===== config.mk =====
export PLATFORM = sky130hd
export DESIGN_NAME = pair_sched
export DESIGN_NICKNAME = d
export VERILOG_FILES = /design/src/rtl/pair_sched.sv
export SDC_FILE = /design/constraint.sdc
export NUM_CORES = 1
export LEC_CHECK = 0
export ABC_AREA = 1
export CAP_MARGIN = 20
export CORE_MARGIN = 10
export CORE_UTILIZATION = 45
export CTS_CLUSTER_SIZE = 14
export DETAILED_ROUTE_END_ITERATION = 12
export GPL_TIMING_DRIVEN = 0
export PLACE_DENSITY = 0.83
export RECOVER_POWER = 100
export SLEW_MARGIN = 20
export SYNTH_ARGS = -nofsm -noshare
export SYNTH_HDL_FRONTEND = slang
export SYNTH_SLANG_ARGS = --single-unit

===== constraint.sdc =====
create_clock -name clk -period 2.3 [get_ports clk]
set_input_delay 0.46 -clock clk [delete_from_list [all_inputs] [get_ports clk]]
set_output_delay 0.46 -clock clk [all_outputs]
set_load 0.05 [all_outputs]

===== src/rtl/pair_sched.sv =====
// Point-pair sequencer: walks every (a,b) with a<b for the configured count,
// hands pairs to the distance pipeline, then flags when that pipeline has drained.
module pair_sched #(
  parameter int NUM_POINTS = 1000,
  parameter int DIST_LAT   = 4,
  localparam int PT_W  = $clog2(NUM_POINTS),
  localparam int CNT_W = $clog2(NUM_POINTS*(NUM_POINTS-1)/2+1)
) (
  input  logic             clk,
  input  logic             rst,
  input  logic             start,
  input  logic [PT_W:0]    num_points_cfg,
  output logic [PT_W-1:0]  pair_a,
  output logic [PT_W-1:0]  pair_b,
  output logic             pair_vld,
  input  logic             pair_rdy,
  output logic             dist_done,
  output logic             busy,
  output logic [CNT_W-1:0] pair_cnt
);

  localparam int DW = (DIST_LAT > 1) ? $clog2(DIST_LAT) : 1;

  typedef enum logic [1:0] {IDLE, ISSUE, DRAIN, DONE} state_t;

  state_t          state;
  logic [PT_W:0]   n_clamp;
  logic [PT_W-1:0] last_b;
  logic [DW-1:0]   drain;
  logic            last_pair;

  always_comb begin
    n_clamp = num_points_cfg;
    if (num_points_cfg > (PT_W+1)'(NUM_POINTS))
      n_clamp = (PT_W+1)'(NUM_POINTS);
  end

  // Final pair is (N-2, N-1); b at N-1 with a one below it.
  assign last_pair = (pair_b == last_b) &&
                     (PT_W'(pair_a + 1'b1) == last_b);

  always_ff @(posedge clk) begin
    if (rst) begin
      state     <= IDLE;
      pair_a    <= '0;
      pair_b    <= '0;
      pair_vld  <= 1'b0;
      dist_done <= 1'b0;
      busy      <= 1'b0;
      pair_cnt  <= '0;
      last_b    <= '0;
      drain     <= '0;
    end else begin
      unique case (state)
        IDLE, DONE: begin
          if (start) begin
            pair_cnt  <= '0;
            last_b    <= PT_W'(n_clamp - 1'b1);
            if (n_clamp >= (PT_W+1)'(2)) begin
              state     <= ISSUE;
              pair_a    <= '0;
              pair_b    <= PT_W'(1);
              pair_vld  <= 1'b1;
              busy      <= 1'b1;
              dist_done <= 1'b0;
            end else begin
              state     <= DONE;
              dist_done <= 1'b1;
            end
          end
        end
        ISSUE: begin
          if (pair_rdy) begin
            pair_cnt <= pair_cnt + 1'b1;
            if (last_pair) begin
              pair_vld <= 1'b0;
              state    <= DRAIN;
              drain    <= DW'(DIST_LAT - 1);
            end else if (pair_b != last_b) begin
              pair_b <= pair_b + 1'b1;
            end else begin
              pair_a <= pair_a + 1'b1;
              pair_b <= pair_a + PT_W'(2);
            end
          end
        end
        DRAIN: begin
          if (drain == '0) begin
            state     <= DONE;
            dist_done <= 1'b1;
            busy      <= 1'b0;
          end else begin
            drain <= drain - 1'b1;
          end
        end
        default: state <= IDLE;
      endcase
    end
  end

endmodule


==> summary.txt <==
status: finished clean
Vias per Instance: 5.34
Post-synth top flop: dfxtp_1
post-route cell area: 5090 sq um
max cap viols: 0
final layout net count: 757
Num CTS Buffers: 5
H-tree levels: 2
largest net degree at the start of global routing: 20
Remaining Overflow, GRT: 0
initial antenna violation count: 0
Seq cells post-synth: 56
# DRC: 0
# setup viols final: 0
num ports: 57
Post-Place Cells: 813
crit path DAT: 2480 ps
number of synthesized flops with an enable pin: 0
Synth top area share: 0.281
synth warn: 0
IO Port Bufs: 56
met2 Use GR: 0.284
Crit Path Category: flop to flop
full die area: 13000 sq um
Avg Synthesized Cell Area: 6.14 sq um
Hold Vio Cnt, Final: 0
relative slew slack: 0.542
DP HPWL: 8.87 mm
top cells by area, synth: dfxtp_1 (28%), nand2_1 (16%), nor2_1 (9.2%)
initial core utilization: 0.459
worst hold path type: flop to flop
# diodes: 0
drt wl/cell: 14.3 um
Synth top cells by count: nand2_1 (172), nor2_1 (98), inv_1 (83)
period utilization: 0.965
Lkg Pwr: 0.00219 uW
routability cong.: 0.960
asr flop ratio synth: 0
CTS tree: yes
clock-pin slew on the worst setup and hold paths: 120 ps
CP max stage delay: 380 ps
mapped cell area: 3980 sq um
non-filler instance count after layout: 841
CP max-delay cell: dfxtp_2
Die W: 114 um
skew final: 14.7 ps
area delta synth->final: 27.7%
root buffer cell: clkbuf_8
PwrDens: 1020 nW/um^2
placed cell area: 4680 sq um
Initial DRT Pass Iterations: 7
Tightest Pin Transition: 687 ps
Syn Nets: 674
gr usage total: 0.173
vias in the first global route: 4026
CP Capture Type: flop
CP max FO: 5
FMAX: 451 MHz
Core Region: 8680 sq um
peak supply drop: 0.504 mV
sequential share of the synthesized area: 0.281
Synth cell types: 43
clk sinks: 56
post-synthesis instance total: 649
routed vias: 4495
row cnt: 34
first-pass GRT wire length: 19.2 mm
share of layout cells above drive strength 1: 0.150
largest area contributor in the netlist: dfxtp_1
post-route ant nets: 0
grt peak-use layer: met2
final wirelength: 12.1 mm
M1 GR Usage: 0.224
maximum clock path buffer count: 2
most numerous cell in the Yosys netlist: nand2_1
Worst-Skew Late Latency: 320 ps
fin crit period: 2220 ps
Worst EP required: 2560 ps
detailed router's first-iteration violation count: 390
die height: 114 um
CP startpoint kind: flop
fin. max-slew vios: 0
# hold bufs at CTS: 0
grt met3 use: 0.0252
crit-path cells: inv_1 > ha_4 > inv_1 > a21oi_2 > nand3_1 > nor2_2 > nand3_2 > nor3_4 > nand3_2 > o21ai_1 > nand2_1 > nor2_1
[flip-flops by register name, summed over array words and instances, names as in the netlist]
name       cells
pair_a        10
pair_cnt      19
last_b        10
busy           1
drain          2
state          2
dist_done      1
pair_b        10
pair_vld       1
[where the power goes]
part	switching [uW]	internal (uW)	total [uW]
Sequential	286	1200	1480
Combinational	1990	1150	3140
Clock	351	223	574
[layout by cell type, fill, tap and decap left out, types with 3 or more instances in the layout]
cell             synthesis  final
a21oi_1                 46     44
a21oi_2                  4      6
a31oi_1                  3      3
buf_2                    3      3
buf_4                    3     21
buf_6                    2      5
clkbuf_1                 8      6
clkbuf_2                 0      4
clkbuf_8                 0      5
clkdlybuf4s50_1          0     45
clkinvlp_4               0      3
dfxtp_1                 56     50
dfxtp_4                  0      4
dlygate4sd2_1            0      6
ha_1                    10      5
ha_2                     0      3
inv_1                   83     79
inv_2                    6      7
nand2_1                172    166
nand2_2                  2      6
nand2_4                  1      3
nand3_1                 41     37
nand3_2                  3      7
nand4_1                 20     20
nor2_1                  98     95
nor2_2                   9     10
nor2_4                   3      5
nor3_1                   7      7
nor4_1                   3      3
o21ai_0                 24     24
xor2_1                  15     14
[through the flow]
step                      hold WS, ps  total power (uW)  utilization  setup slack (ps)  TNS (ps)
after global routing              505              5580        0.586             -80.5      -355
after detailed placement          454              4300        0.540              -746    -19440
after floorplan                   440              3520            -               102         0
after CTS                         476              4970        0.562              2.74         0
final                             477              5200        0.586              81.1         0
after global placement            449              4230        0.540              -699    -17340
[cell type report]
type                       count  area [sq um]
clock buffer                   5          68.8
sequential                    56          1140
inverter                      90           347
timing repair buffer          77           704
clock inverter                 3          26.3
fill                         815          3590
buffer                        15          95.1
tap                          108           135
multi-input combinational    487          2570
[cell families (layout without fill, tap and decap cells)]
| logic type | after synthesis | count (layout) | synth area share |
|---|---|---|---|
| simple gates | 369 | 369 | 0.415 |
| buf+inv | 106 | 190 | 0.107 |
| compound gates | 92 | 92 | 0.130 |
| flops | 56 | 56 | 0.281 |
| xor+xnor | 16 | 16 | 0.0352 |
| fa+ha+maj | 10 | 10 | 0.0314 |
[what timing repair did]
item / CTS / global route
pin swaps: 9 / 20
resized for setup: 27 / 39
gates cloned: 1 / 0
hold endpoints to repair: 0 / 0
setup endpoints to repair: 38 / 38
buffers inserted: 7 / 13
[routing by layer]
layer	up-vias	part of all wire	wire length [um]
met5	-	0	0
met4	0	0.021	250
met3	21	0.061	737
met2	175	0.49	5900
met1	2055	0.43	5160
li1	2244	-	-
[worst max-delay path, delay by kind of cell, from the launching register on]
family	cells	cell delay, ps
simple gates	7	970
buf+inv	2	180
flops	1	380
compound gates	2	290
fa+ha+maj	1	330
[worst paths after layout]
path / slack, ps / depth (start not counted) / end / from
worst max-delay path: 80 / 12 / pair_cnt[14]$_SDFFE_PP0P_ / state[0]$_SDFFE_PP0P_
worst min-delay path: 480 / 2 / busy$_SDFFE_PP0P_ / busy$_SDFFE_PP0P_
worst max register to register: 80 / 12 / pair_cnt[14]$_SDFFE_PP0P_ / state[0]$_SDFFE_PP0P_
worst min register to register: 480 / 2 / busy$_SDFFE_PP0P_ / busy$_SDFFE_PP0P_
No activity file was read; power rests on OpenSTA's default activity.
